[config.mk]
export PLATFORM = sky130hd
export DESIGN_NAME = sram_sequencer
export DESIGN_NICKNAME = d
export VERILOG_FILES = /design/src/rtl/sram_sequencer.sv
export SDC_FILE = /design/constraint.sdc
export NUM_CORES = 1
export LEC_CHECK = 0
export ABC_CLOCK_PERIOD_IN_PS = 1900
export CORE_MARGIN = 4
export CORE_UTILIZATION = 55
export DETAILED_ROUTE_END_ITERATION = 10
export DONT_BUFFER_PORTS = 1
export HOLD_SLACK_MARGIN = 0.12
export PLACE_DENSITY_LB_ADDON = 0.1
export SLEW_MARGIN = 20
export SYNTH_ARGS = -nofsm -noshare
export SYNTH_HDL_FRONTEND = slang
export SYNTH_SLANG_ARGS = --single-unit
export TNS_END_PERCENT = 50
[constraint.sdc]
create_clock -name clk -period 1.9 [get_ports clk]
set_input_delay 0.285 -clock clk [delete_from_list [all_inputs] [get_ports clk]]
set_output_delay 0.285 -clock clk [all_outputs]
set_load 0.03 [all_outputs]
[src/rtl/sram_sequencer.sv]
// Converts a single-cycle valid/ready request into a multi-phase async SRAM bus cycle
// (setup / access / hold), with every SRAM-side control driven straight from a flop.
module sram_sequencer #(
  parameter int SETUP_CYC  = 1,
  parameter int ACCESS_CYC = 2,
  parameter int HOLD_CYC   = 1
) (
  input  logic        clk,
  input  logic        rst,
  input  logic        reqValid,
  output logic        reqReady,
  input  logic        reqWr,
  input  logic [17:0] reqAddr,
  input  logic [15:0] reqData,
  input  logic [1:0]  reqMask,
  output logic        rspValid,
  output logic [15:0] rspData,
  output logic [17:0] sramAddr,
  output logic [15:0] dqOut,
  output logic        dqOe,
  input  logic [15:0] dqIn,
  output logic        sramCeN,
  output logic        sramWeN,
  output logic        sramOeN,
  output logic        sramUbN,
  output logic        sramLbN
);

  typedef enum logic [1:0] {IDLE, SETUP, ACCESS, HOLD} state_t;

  // Phase counter reload values: each phase counts N-1 down to 0.
  localparam logic [3:0] SETUP_LD  = 4'(SETUP_CYC - 1);
  localparam logic [3:0] ACCESS_LD = 4'(ACCESS_CYC - 1);
  localparam logic [3:0] HOLD_LD   = 4'(HOLD_CYC - 1);

  state_t     state;
  logic [3:0] phase_cnt;
  logic       lat_wr;
  logic [1:0] lat_mask;

  assign reqReady = (state == IDLE) && !rst;

  // sramAddr and dqOut double as the latched request address/data.
  always_ff @(posedge clk) begin
    if (rst) begin
      state     <= IDLE;
      phase_cnt <= 4'd0;
      lat_wr    <= 1'b0;
      lat_mask  <= 2'b00;
      sramCeN   <= 1'b1;
      sramWeN   <= 1'b1;
      sramOeN   <= 1'b1;
      sramUbN   <= 1'b1;
      sramLbN   <= 1'b1;
      dqOe      <= 1'b0;
      rspValid  <= 1'b0;
      sramAddr  <= 18'd0;
      dqOut     <= 16'd0;
      rspData   <= 16'd0;
    end else begin
      rspValid <= 1'b0;
      case (state)
        IDLE: begin
          if (reqValid) begin
            state     <= SETUP;
            phase_cnt <= SETUP_LD;
            lat_wr    <= reqWr;
            lat_mask  <= reqMask;
            sramAddr  <= reqAddr;
            sramCeN   <= 1'b0;
            if (reqWr) begin
              dqOe  <= 1'b1;
              dqOut <= reqData;
            end
          end
        end
        SETUP: begin
          if (phase_cnt == 4'd0) begin
            state     <= ACCESS;
            phase_cnt <= ACCESS_LD;
            if (lat_wr) begin
              sramWeN <= 1'b0;
              sramUbN <= ~lat_mask[1];
              sramLbN <= ~lat_mask[0];
            end else begin
              sramOeN <= 1'b0;
              sramUbN <= 1'b0;
              sramLbN <= 1'b0;
            end
          end else begin
            phase_cnt <= phase_cnt - 4'd1;
          end
        end
        ACCESS: begin
          if (phase_cnt == 4'd0) begin
            state     <= HOLD;
            phase_cnt <= HOLD_LD;
            sramWeN   <= 1'b1;
            sramOeN   <= 1'b1;
            sramUbN   <= 1'b1;
            sramLbN   <= 1'b1;
            if (!lat_wr) begin
              rspData  <= dqIn;
              rspValid <= 1'b1;
            end
          end else begin
            phase_cnt <= phase_cnt - 4'd1;
          end
        end
        HOLD: begin
          if (phase_cnt == 4'd0) begin
            state   <= IDLE;
            sramCeN <= 1'b1;
            dqOe    <= 1'b0;
          end else begin
            phase_cnt <= phase_cnt - 4'd1;
          end
        end
        default: state <= IDLE;
      endcase
    end
  end

endmodule

* After elaboration in Yosys (flattened, before gate mapping)
Cells that the tools add are included.
** Storage, ports and cells
- Flip-flop bits (word level) :: 66
- Input port bits :: 56
- Word-level logic and storage cells :: 78
- Output and inout port bits :: 58
** Operators by class
- Reductions and logical operators :: 17
- Mux-type cells :: 30
- Bitwise operators :: 5
- Add/subtract/negate cells :: 1
- Equality and inequality tests :: 11
** Operators by type and width (count)
- 4-bit 2-to-1 mux :: 4
- 2-bit != test, second input constant :: 8
- 4-bit one-hot mux with 4 select lines :: 1
- 4-bit AND reduction :: 4
- 1-bit 2-to-1 mux :: 14
- 1-bit one-hot mux with 2 select lines :: 6
- 3-bit AND reduction :: 4
- 2-bit 2-to-1 mux :: 4
- 2-bit one-hot mux with 4 select lines :: 1
- 1-bit NOT :: 5
- 2-bit equality test, second input constant :: 2
- 4-bit logical NOT :: 1
- 2-bit AND reduction :: 2
- 2-bit nonzero test :: 2
- 4-bit by 1-bit subtractor with 4-bit output, second input constant :: 1
- 3-bit OR reduction :: 1
- 2-bit by 1-bit equality test with 1-bit output, second input constant :: 1
- 2-bit logical NOT :: 1
- 1-bit logical AND :: 1
- 1-bit logical NOT :: 1

* Logic depth before layout (Yosys ltp)
- Depth after elaboration :: 4
- Gate-level depth with buffers :: 7
- Depth with buffers taken out :: 5

* Least setup slack after synthesis
Ideal clock, no wire load.
- Kind :: register to register
- Start point :: register state[0]
- End point :: register state[0]
- Arrival :: 1436 ps
- Clock period less this slack :: 1569 ps
- Buffers on the path :: 1
- Required time :: 1767 ps
- Cell stages (with the launch flop) :: 7
- Slack :: 331 ps
- Library setup time :: 133 ps
- Cells stage by stage :: dfxtp_1 -> inv_1 -> ha_1 -> buf_6 -> or3_1 -> a211oi_1 -> a211oi_1
** On the way
- Word-level cells in the longest chain between the ends :: 3
- Elaborated cells on any way between the ends :: 10
- Those cells by class :: eq/ne: 7; mux: 1; reduce/logical: 2
** RTL lines
- from (decl) :: RTL line 36 : state_t state;
- from (signal assigned) :: RTL line 46 : state <= IDLE;
- from (signal assigned) :: RTL line 65 : state <= SETUP;
- from (signal assigned) :: RTL line 79 : state <= ACCESS;
- 2-bit by 1-bit equality test with 1-bit output, or another cell as far along :: RTL line 62 : case (state)
- 2-bit != test (no source line)
- 4-bit AND reduction (no source line)
Several ways; a longest one is shown, not always the timed one.
A chain may end at the register's enable or synchronous reset.

* Worst setup path after layout
- Start point :: register phase_cnt[0]
- End point :: register rspData[10]
** On the way
- Word-level cells in the longest chain between the ends :: 2
** RTL lines
- from (decl) :: RTL line 37 : logic [3:0] phase_cnt;
- from (signal assigned) :: RTL line 91 : phase_cnt <= phase_cnt - 4'd1;
- from (signal assigned) :: RTL line 107 : phase_cnt <= phase_cnt - 4'd1;
- from (signal assigned) :: RTL line 116 : phase_cnt <= phase_cnt - 4'd1;
- 4-bit logical NOT :: RTL line 95 : if (phase_cnt == 4'd0) begin
- 3-bit AND reduction (no source line)
- to (signal assigned) :: RTL line 103 : rspData <= dqIn;
- to (decl) :: RTL line 17 : output logic [15:0] rspData,
No other way between the ends.

==> results_dict.tcl <==
set metrics [dict create \
    htree_levels 3 \
    cp.required_ns 2.11 \
    antenna_cells 0 \
    firstDrtPassIters 4 \
    core_area_um2 4690 \
    synth_flop_cell "dfxtp_1" \
    cts.sinks 66 \
    cts_tree "yes" \
    ios 114 \
    grtUsageTotal_pct 23.5 \
    holdPathEnd "phase_cnt[0]" \
    io_buffer_count 0 \
    critical_path_arrival_ns 1.91 \
    synth_edf_count 0 \
    die-height_um 77.5 \
    via_per_inst 5.64 \
    setup_tns_ns 0 \
    worstHoldStart "rst" \
    postRouteAntennaNets 0 \
    crit-reg2reg-launch "phase_cnt[0]" \
    syn-instance-count 322 \
    r2r_end "rspData[10]" \
    die-area_um2 6010 \
    synth_top_cell_by_area "dfxtp_1" \
    synth_top_area_share_pct 49.7 \
    synth.top_cells.by_count "76 x nand2_1, 66 x dfxtp_1, 60 x a21oi_1" \
    timing.final.crit_share_pct 89.7 \
    antenna_found_initial 0 \
    avgSynthCellArea_um2 8.25 \
    slew_violations 0 \
    rrSetupSlack_ns 0.20 \
    drv_cap 0 \
    fmax_mhz 587 \
    tightest_slew_ns 0.391 \
    synth.distinct_cells 39 \
    grt_max_degree 65 \
    ys_top_cells_by_area "dfxtp_1 50%, a21oi_1 11%, nand2_1 11%" \
    power_mw 5.11 \
    r2r_cells 6 \
    max-slew-margin-rel_pct 73.9 \
    fin_nets 433 \
    outcome "finished clean" \
    grt_pass1_vias 2431 \
    dp_hpwl_um 3960 \
    cts_root_buf "clkbuf_8" \
    initial_utilization_pct 56.6 \
    drive_gt1_share_pct 8.24 \
    worstSetupPathType "flip-flop to flip-flop" \
    wl_per_cell_um 15.9 \
    numCtsBuffers 9 \
    clk-insertion-delay-late_ns 0.33 \
    synth_sequential_area_ratio_pct 49.7 \
    clk_pin_slew_ns 0.07 \
    row_count 25 \
    min_path_cells 2 \
    die_x_um 77.5 \
    rsz0062_at_grt "false" \
    synth_warnings 0 \
    drt_iter0_drc 97 \
    post-route-min-period_ns 1.70 \
    cp-start-kind "flip-flop" \
    hold_viol 0 \
    powerDensity_nw_per_um2 1480 \
    synth_async_sr_flop_share_pct 0 \
    setup_viol 0 \
    gp_congestion 0.774 \
    cts_buffer_depth 2 \
    fin_skew_ns 0.00679 \
    synthesis.area_um2 2660 \
    syn_to_final_growth_pct 29.7 \
    hp-class "input pin to flip-flop" \
    p_leak_nw 1.28 \
    syn-num-nets 384 \
    ir_drop_mv 0.875 \
    synth_most_common_cell "nand2_1" \
    crit_fanout 17 \
    grt-ovfl-total 0 \
    ys_ff_latch 66 \
    drt_wl_total_um 6830 \
    final_util_pct 73.5 \
    grt_pass1_wl_um 11400 \
    setup.worst_path.end_class "flip-flop" \
    drc_errors 0 \
    routed-via-count 2426 \
]
[cell type report]
class	count	area, um^2
flip-flops and latches	66	1320
repair buffers	62	616
inverters	5	18.8
multi-input cells	227	1190
clock buffers	12	155
fillers	348	1240
clock inverters	4	73.8
well taps	54	67.6
[flip-flops by register name (all words and copies together), names as in the netlist]
| signal | count |
|---|---|
| dqOut | 16 |
| sramLbN | 1 |
| rspValid | 1 |
| phase_cnt | 4 |
| state | 2 |
| sramUbN | 1 |
| lat_wr | 1 |
| lat_mask | 2 |
| sramWeN | 1 |
| sramAddr | 18 |
| rspData | 16 |
| dqOe | 1 |
| sramCeN | 1 |
| sramOeN | 1 |
[report_power, final]
group / switching, mW / internal, mW / leakage [nW]
clock network: 0.508 / 0.811 / 0.117
registers: 0.652 / 1.66 / 0.539
logic: 0.882 / 0.594 / 0.620
total: 2.04 / 3.06 / 1.28
[metrics by stage]
step	setup slack, ns	std cells	hold slack (ns)	area, um^2
after CTS	0.0735	430	0.134	3440
after floorplan	0.331	322	0.421	2660
after global routing	0.0419	430	0.137	3450
final	0.196	430	0.145	3450
after detailed placement	0.231	361	0.363	2670
after global placement	0.269	361	0.360	2670
[critical path, cell delays in order (launching register included)]
cell	delay (ns)
dfxtp_1	0.33
inv_1	0.10
ha_1	0.22
or3b_1	0.46
buf_4	0.24
o21ai_1	0.15
a21oi_1	0.08
[logic make-up (layout without fill, tap and decap cells)]
logic type | Yosys count | count (layout) | share of synthesized area, %
fa+ha+maj | 6 | 6 | 2.82
flops | 66 | 66 | 49.7
mux | 1 | 1 | 0.377
simple gates | 126 | 126 | 22.3
buf+inv | 29 | 83 | 5.41
compound gates | 94 | 94 | 19.4
[how the worst max path moves through the flow]
stage,endpoint,slack (ns),from,cells past startpoint
detailed placement,state[0],0.23,state[0],5
finish,rspData[10],0.20,phase_cnt[0],6
global placement,rspData[1],0.27,phase_cnt[0],6
CTS,reqReady,0.07,state[1],4
floorplan,state[0],0.33,state[0],6
global route,rspData[11],0.04,phase_cnt[0],6
[per-layer routing]
metal,up-vias,GRT usage [%],routed length [um]
met5,-,0,0
met4,0,8.01,78
met3,9,9.51,642
met2,105,38.6,3230
met1,1119,27.7,2870
li1,1193,-,-
[cells in the final DEF, fill, tap and decap left out, types with 2 or more instances in the layout]
master	instances
ha_1	5
a221o_1	2
or4b_1	2
nand3_1	21
nor2_1	4
nand2_1	76
o21ai_1	17
a31oi_1	2
nor3_1	2
dlygate4sd3_1	52
buf_4	9
dfxtp_1	66
bufinv_16	2
inv_1	5
nand2b_1	6
o21bai_1	4
clkbuf_8	11
a211oi_1	2
a21oi_1	60
nor2b_1	3
nand4b_1	2
o21ai_0	2
[what timing repair did]
action	4_1_cts	5_1_grt
hold buffers	53	0
hold endpoints to repair	64	0
setup endpoints to repair	0	1
buffers inserted	0	0
resized for setup	0	1
Power figures use the tool's default switching activity.
